File: src/rtl/multi_ch_vector_accum_invoke.sv
// Multi-channel vector accumulate actor invoke FSM.
// READ accumulates L tokens per channel, COMPUTE finds the largest accumulator,
// WRITE emits every accumulator followed by the winning channel index.
module multi_ch_vector_accum_invoke #(
  parameter int unsigned WIDTH   = 10,
  parameter int unsigned NCH     = 4,
  parameter int unsigned MAX_LEN = 16,
  parameter int unsigned ACC_W   = 14
) (
  input  logic                   clk,
  input  logic                   rst,
  input  logic                   invoke,
  input  logic [1:0]             next_mode_in,
  input  logic [NCH*WIDTH-1:0]   data_in_fifo,
  output logic [NCH-1:0]         rd_data_in_fifo,
  input  logic [WIDTH-1:0]       length_in_fifo,
  output logic                   rd_length_in_fifo,
  output logic                   wr_out_fifo,
  output logic [ACC_W-1:0]       result_out,
  output logic [1:0]             next_mode_out,
  output logic                   FC,
  output logic                   busy,
  output logic                   err
);

  // Counter is wide enough for any WIDTH-bit length and for NCH+1 write beats.
  localparam int unsigned CW = WIDTH + 5;
  localparam int unsigned IW = (NCH > 1) ? $clog2(NCH) : 1;

  typedef enum logic [2:0] {
    StIdle, StRdLen, StLatchLen, StRdData, StTail, StScan, StWrite, StDone
  } state_e;

  state_e             state_q, state_d;
  logic [CW-1:0]      cnt_q, cnt_d;
  logic [WIDTH-1:0]   len_q, len_d;
  logic [ACC_W-1:0]   acc_q [NCH];
  logic [ACC_W-1:0]   acc_d [NCH];
  logic [ACC_W-1:0]   max_val_q, max_val_d;
  logic [IW-1:0]      max_idx_q, max_idx_d;
  logic [1:0]         nm_q, nm_d;
  logic               err_q, err_d;
  logic [ACC_W-1:0]   sel_acc;
  logic               acc_en;

  // Accumulator selected by the beat counter (scan index or write beat).
  always_comb begin
    sel_acc = '0;
    for (int c = 0; c < NCH; c++) begin
      if (cnt_q == CW'(c)) sel_acc = acc_q[c];
    end
  end

  // Data from a read issued last cycle is on the FIFO heads now.
  assign acc_en = ((state_q == StRdData) && (cnt_q != '0)) || (state_q == StTail);

  // Next-state and datapath update.
  always_comb begin
    state_d   = state_q;
    cnt_d     = cnt_q;
    len_d     = len_q;
    acc_d     = acc_q;
    max_val_d = max_val_q;
    max_idx_d = max_idx_q;
    nm_d      = nm_q;
    err_d     = err_q;

    if (acc_en) begin
      for (int c = 0; c < NCH; c++) begin
        acc_d[c] = acc_q[c] + ACC_W'(data_in_fifo[c*WIDTH +: WIDTH]);
      end
    end

    unique case (state_q)
      StIdle: begin
        cnt_d = '0;
        if (invoke) begin
          unique case (next_mode_in)
            2'b00:   state_d = StRdLen;
            2'b01:   state_d = StScan;
            2'b10:   state_d = StWrite;
            default: begin
              state_d = StDone;
              err_d   = 1'b1;
              nm_d    = 2'b00;
            end
          endcase
        end
      end
      StRdLen: state_d = StLatchLen;
      StLatchLen: begin
        len_d = length_in_fifo;
        if ((length_in_fifo == '0) || ({5'b0, length_in_fifo} > CW'(MAX_LEN))) begin
          state_d = StDone;
          err_d   = 1'b1;
          nm_d    = 2'b00;
        end else begin
          for (int c = 0; c < NCH; c++) acc_d[c] = '0;
          cnt_d   = '0;
          state_d = StRdData;
        end
      end
      StRdData: begin
        cnt_d = cnt_q + CW'(1);
        if ((cnt_q + CW'(1)) == {5'b0, len_q}) state_d = StTail;
      end
      StTail: begin
        state_d = StDone;
        nm_d    = 2'b01;
      end
      StScan: begin
        // Index 0 seeds the running max; later ones replace only on strictly greater.
        if ((cnt_q == '0) || (sel_acc > max_val_q)) begin
          max_val_d = sel_acc;
          max_idx_d = cnt_q[IW-1:0];
        end
        cnt_d = cnt_q + CW'(1);
        if (cnt_q == CW'(NCH - 1)) begin
          state_d = StDone;
          nm_d    = 2'b10;
        end
      end
      StWrite: begin
        cnt_d = cnt_q + CW'(1);
        if (cnt_q == CW'(NCH)) begin
          for (int c = 0; c < NCH; c++) acc_d[c] = '0;
          max_val_d = '0;
          max_idx_d = '0;
          state_d   = StDone;
          nm_d      = 2'b00;
        end
      end
      StDone: begin
        state_d = StIdle;
        err_d   = 1'b0;
      end
      default: state_d = StIdle;
    endcase
  end

  // State registers with asynchronous active-low reset.
  always_ff @(posedge clk or negedge rst) begin
    if (!rst) begin
      state_q   <= StIdle;
      cnt_q     <= '0;
      len_q     <= '0;
      max_val_q <= '0;
      max_idx_q <= '0;
      nm_q      <= 2'b00;
      err_q     <= 1'b0;
      for (int c = 0; c < NCH; c++) acc_q[c] <= '0;
    end else begin
      state_q   <= state_d;
      cnt_q     <= cnt_d;
      len_q     <= len_d;
      max_val_q <= max_val_d;
      max_idx_q <= max_idx_d;
      nm_q      <= nm_d;
      err_q     <= err_d;
      for (int c = 0; c < NCH; c++) acc_q[c] <= acc_d[c];
    end
  end

  // Outputs decoded purely from registered state, so reset clears them at once.
  always_comb begin
    rd_length_in_fifo = (state_q == StRdLen);
    rd_data_in_fifo   = {NCH{state_q == StRdData}};
    wr_out_fifo       = (state_q == StWrite);
    FC                = (state_q == StDone);
    busy              = (state_q != StIdle);
    err               = FC & err_q;
    next_mode_out     = FC ? nm_q : 2'b00;
    result_out        = '0;
    if (wr_out_fifo) begin
      result_out = (cnt_q == CW'(NCH)) ? ACC_W'(max_idx_q) : sel_acc;
    end
  end

endmodule

File: config.mk
export PLATFORM = sky130hd
export DESIGN_NAME = multi_ch_vector_accum_invoke
export DESIGN_NICKNAME = d
export VERILOG_FILES = /design/src/rtl/multi_ch_vector_accum_invoke.sv
export SDC_FILE = /design/constraint.sdc
export NUM_CORES = 1
export LEC_CHECK = 0
export ABC_AREA = 1
export CAP_MARGIN = 5
export CELL_PAD_IN_SITES_DETAIL_PLACEMENT = 1
export CELL_PAD_IN_SITES_GLOBAL_PLACEMENT = 2
export CORE_ASPECT_RATIO = 1.75
export CORE_MARGIN = 8
export CORE_UTILIZATION = 35
export CTS_CLUSTER_SIZE = 14
export DETAILED_ROUTE_END_ITERATION = 6
export GPL_TIMING_DRIVEN = 0
export PLACE_DENSITY_LB_ADDON = 0.1
export SLEW_MARGIN = 20
export SYNTH_ARGS = -nofsm -noshare
export SYNTH_HDL_FRONTEND = slang
export SYNTH_SLANG_ARGS = --single-unit
File: constraint.sdc
create_clock -name clk -period 9.57 [get_ports clk]
set_clock_uncertainty 0.15 [all_clocks]
set_input_delay 1.914 -clock clk [delete_from_list [all_inputs] [get_ports clk]]
set_output_delay 1.914 -clock clk [all_outputs]
set_load 0.03 [all_outputs]
Word level (Yosys, flattened, before mapping)
Index checks and enable logic that the tools add are counted.
W data, S select, Z words.
{"block": "totals", "mem_bits_rw": 0, "latchBits": 0, "output_inout_bits": 25, "romBits": 0, "input_bits": 55, "reg_bits": 103, "elab_cells": 97, "memories": 0}
{"block": "classes", "shifts": 0, "n_addsub": 5, "bitwise": 1, "n_lt_le_gt_ge": 2, "mul": 0, "n_eq_ne": 22, "n_mux": 35, "n_div": 0, "reduce_logical": 21}
{"cell": "$mux W56", "n": 3}
{"cell": "$mux W14", "n": 8}
{"cell": "$pmux W56 S2", "n": 1}
{"cell": "$add A14 B10 Y14", "n": 4}
{"cell": "$pmux W15 S3", "n": 1}
{"cell": "$eq A15 B2 Y1 const B", "n": 2}
{"cell": "$pmux W14 S2", "n": 1}
{"cell": "$pmux W3 S8", "n": 1}
{"cell": "$add A15 B1 Y15 const B", "n": 1}
{"cell": "$eq A15 B1 Y1 const B", "n": 1}
{"cell": "$eq A15 B10 Y1", "n": 1}
{"cell": "$eq A15 B3 Y1 const B", "n": 1}
{"cell": "$logic_not A15 Y1", "n": 1}
{"cell": "$mux W15", "n": 1}
{"cell": "$mux W3", "n": 5}
{"cell": "$reduce_bool A15 Y1", "n": 1}
{"cell": "$gt A14 B14 Y1", "n": 1}
{"cell": "$mux W2", "n": 7}
{"cell": "$eq A3 B3 Y1 const B", "n": 4}
{"cell": "$ne A2 B2 Y1 const B", "n": 6}
{"cell": "$gt A10 B5 Y1 const B", "n": 1}
{"cell": "$logic_not A10 Y1", "n": 1}
{"cell": "$pmux W2 S5", "n": 1}
{"cell": "$pmux W3 S3", "n": 1}
{"cell": "21 further kinds", "n": 31}

Longest topological paths before layout
{"block": "depth", "ltp_word": 9, "ltp_mapped": 25, "mapped_depth_nobuf": 23}

Worst setup path after synthesis
Ideal clock, no wire load.
{"block": "synth_timing", "kind": "reg-to-output", "startpoint": "reg cnt_q[11]", "endpoint": "out result_out[1]", "required_time_ns": 7.506, "stages_incl_launch_ff": 13, "arrival_time_ns": 1.988, "path_slack_ns": 5.518, "n_path_buf": 1, "path_cell_list": "dfrtp_1 -> nor2_1 -> nand3_1 -> nor2_2 -> nand3_2 -> inv_1 -> nand2_1 -> clkbuf_1 -> o21ai_1 -> nand2_1 -> nand2_1 -> nand2_1 -> a21oi_1"}
{"block": "synth_between", "elab_chain_len": 7, "word_cells_on_any_way": 11, "cone_classes": "4 x eq/ne; 6 x mux; 1 x reduce/logical"}
{"element": "from (decl)", "line": "35", "rtl": "logic [CW-1:0] cnt_q, cnt_d;"}
{"element": "from (signal assigned)", "line": "154", "rtl": "cnt_q <= cnt_d;"}
{"element": "$logic_not A15 Y1", "line": "50", "rtl": "if (cnt_q == CW'(c)) sel_acc = acc_q[c];"}
{"element": "$mux W14 (4 in series)", "line": "50"}
{"element": "$mux W14 (*)", "line": "175", "rtl": "result_out = (cnt_q == CW'(NCH)) ? ACC_W'(max_idx_q) : sel_acc;"}
{"element": "$mux W14 (*)", "line": "174", "rtl": "if (wr_out_fifo) begin"}
{"element": "to (decl)", "line": "19", "rtl": "output logic [ACC_W-1:0] result_out,"}
Mark *: on every way between the ends. The rest lies on a longest branch, timed or not.

Worst setup path in the final report
{"block": "layout_timing", "startpoint": "reg cnt_q[11]", "endpoint": "out result_out[5]"}
The elaborated chain is that of the path after synthesis.

==> flow_summary.json <==
{
  "io_buffers": 79,
  "avgSynthCellArea_um2": 6.895,
  "ys.flop_type": "dfrtp_1",
  "cts_buffers": 9,
  "power_density_mw_per_mm2": 328.8,
  "ios": 80,
  "start_kind": "flop",
  "maxSlewViolCount": 0,
  "worst-path-max-fanout": 10,
  "hold_class": "flop to flop",
  "coreArea_mm2": 0.02274,
  "core.rowCount": 73,
  "wl_per_cell_um": 19.72,
  "power_w": 0.003170,
  "syn-cell-area_mm2": 0.008109,
  "setup_viol": 0,
  "drt-total-wl_um": 30990,
  "yosysSeqAreaShare_pct": 31.79,
  "die_width_um": 131.1,
  "ir_drop_uv": 136.8,
  "worstPathRequired_ps": 7510,
  "tritoncts": "done",
  "endpoint_kind": "output pin",
  "place_congestion": 0.8532,
  "clk_latency_ps": 380,
  "grt_usage_pct": 22.83,
  "critPathKind": "flop to output pin",
  "async_flop_share_pct": 100.0,
  "layout_common_cells": "nand2_1, nor2_1, nand3_1",
  "fin_tns_setup_ps": 0,
  "final_antenna_net_count": 0,
  "post-route-period-util_pct": 58.44,
  "cts_resized": 0,
  "synth_nets": 1294,
  "hold_buffers": 0,
  "drive_above_1_share_pct": 6.053,
  "cpMostUsedCell": "nand2_1",
  "gr-total-overflow": 0,
  "htreeDepth": 3,
  "drt-pass1-iter-count": 4,
  "grt_max_degree": 63,
  "post-cts-setup-buffers": 0,
  "reg2regPathDepth": 22,
  "vias": 8283,
  "period_needed_ps": 5593,
  "yosysWarnings": 0,
  "place_area_mm2": 0.009304,
  "grt_pass1_wl_um": 48860,
  "setup_slack_ps": 3977,
  "hold_depth": 2,
  "layout_commonest_cell": "nand2_1",
  "crit_family": "simple AND/OR/NAND/NOR gates",
  "slowest_delay_ps": 700,
  "crit_chain": "nor2_1, nand3_1, nor2_2, nand3_2, inv_1, nand2_1, clkbuf_1, o21ai_0, nand2_1, nand2_1, o21ai_0, nor2_1, clkdlybuf4s50_1",
  "drc": 0,
  "drt_iter0_drc": 330,
  "p_leak_nw": 4.680,
  "cp_num_buf_inv": 3,
  "slowest_stage": "clkdlybuf4s50_1",
  "cts.sinks": 103,
  "status": "finished, final reports clean",
  "final_nets": 1385,
  "fin_cells": 1572,
  "slew_headroom_pct": 47.13,
  "start_util_pct": 35.65,
  "final-hold-violation-count": 0,
  "clkSlewWorstSetupHoldPaths_ps": 80,
  "fill_cells": 2946,
  "die_h_um": 217.4,
  "viasPerCell": 5.269,
  "synthCells": 1176,
  "root_buffer": "clkbuf_16",
  "hpwl_um": 24730,
  "dp_slack_ps": 4444,
  "fmax_mhz": 178.8,
  "cap_violations": 0,
  "syn_to_final_growth_pct": 18.92,
  "synth_edf_count": 0,
  "diodes": 0,
  "finalInstanceArea_mm2": 0.009643,
  "arrival_ps": 3530,
  "ys_ff_latch": 103,
  "antenna_found_initial": 0,
  "placed_cells": 1556,
  "ys_types": 42,
  "rsz0062_at_grt": "no",
  "max_slew.worst_pin.slew_ps": 793.0,
  "path_depth": 13,
  "clockBufferDepth": 2,
  "grt_pass1_vias": 8984,
  "dieArea_mm2": 0.02849
}
[worst paths after layout]
| path | start | to | slack (ps) |
|---|---|---|---|
| max | cnt_q[11] | result_out[5] | 3980 |
| max reg2reg | cnt_q[11] | max_val_q[5] | 5310 |
| min reg2reg | max_val_q[11] | max_val_q[11] | 330 |
| min | max_val_q[11] | max_val_q[11] | 330 |
| max in group asynchronous | rst | cnt_q[3] | 7260 |
| min in group asynchronous | rst | cnt_q[9] | 1300 |
[cell type report]
cell class                 count  area, um2  area share, %
multi-input combinational    916       4875          50.55
sequential                   103       2577          26.73
timing repair buffer          80      819.5          8.499
inverter                     120      450.4          4.671
tap                          300      375.4          3.893
clock buffer                  11      232.7          2.413
buffer                        37      206.4          2.141
clock inverter                 5      106.4          1.103
[per-stage QoR]
step                      hold WS [ps]  util [%]
after global routing             366.0     42.40
after floorplan                  297.9         -
final                            333.5     42.40
after global placement           311.6     40.78
after detailed placement         317.0     40.91
after CTS                        336.3     42.40
[registers in the layout (all words and copies together), names as in the netlist]
register	cells
len_q	10
cnt_q	15
max_val_q	14
max_idx_q	2
state_q	3
err_q	1
acc_q	56
nm_q	2
[routing by layer]
metal | up-vias | global-route usage, % | share of wire, %
li1 | 4054 | - | -
met1 | 4024 | 22.71 | 36
met2 | 133 | 43.88 | 56
met3 | 72 | 2.449 | 2.6
met4 | 0 | 12.77 | 5.4
met5 | - | 0 | 0
[logic make-up after synthesis]
group	Yosys count	synth area share [%]
buffers and inverters	157	8.101
flip-flops	103	31.79
AND/OR/NAND/NOR	592	31.49
AO/OA/AOI/OAI	230	15.09
adder cells (fa/ha/maj)	63	10.18
XOR/XNOR	31	3.348
[worst min-delay path: cells and delay by family, from the launching register on]
kind | cells | cell delay, ps
flip-flops | 1 | 340
AND/OR/NAND/NOR | 2 | 100
[Yosys cell counts (4+ instances only)]
cell       count  share of area (%)
xor2_1        11                1.2
nand3_1      114                7.0
dfrtp_1      103                 32
nand3_2        6               0.74
o21ai_0       91                5.6
nor2_2         4               0.31
a21oi_1       98                6.0
inv_2          6               0.28
nor2_1       122                5.6
nand3b_1       4               0.37
nand2_1      307                 14
clkbuf_1       8               0.37
buf_2         21                1.3
o2111ai_1      6               0.65
a21o_1         4               0.37
ha_1          58                8.9
inv_1        113                5.2
xnor2_1       20                2.2
nor3_1        10               0.62
buf_4          5               0.46
or2_2          6               0.46
nand4_1       11               0.85
fa_1           5                1.2
o21ai_1       18                1.1
[report_power, final]
part	internal (W)	switching, W
combinational	0.000661	0.00131
sequential	0.000589	0.000170
clock	0.000257	0.000188
total	0.00151	0.00166
Power figures use the tool's default switching activity.
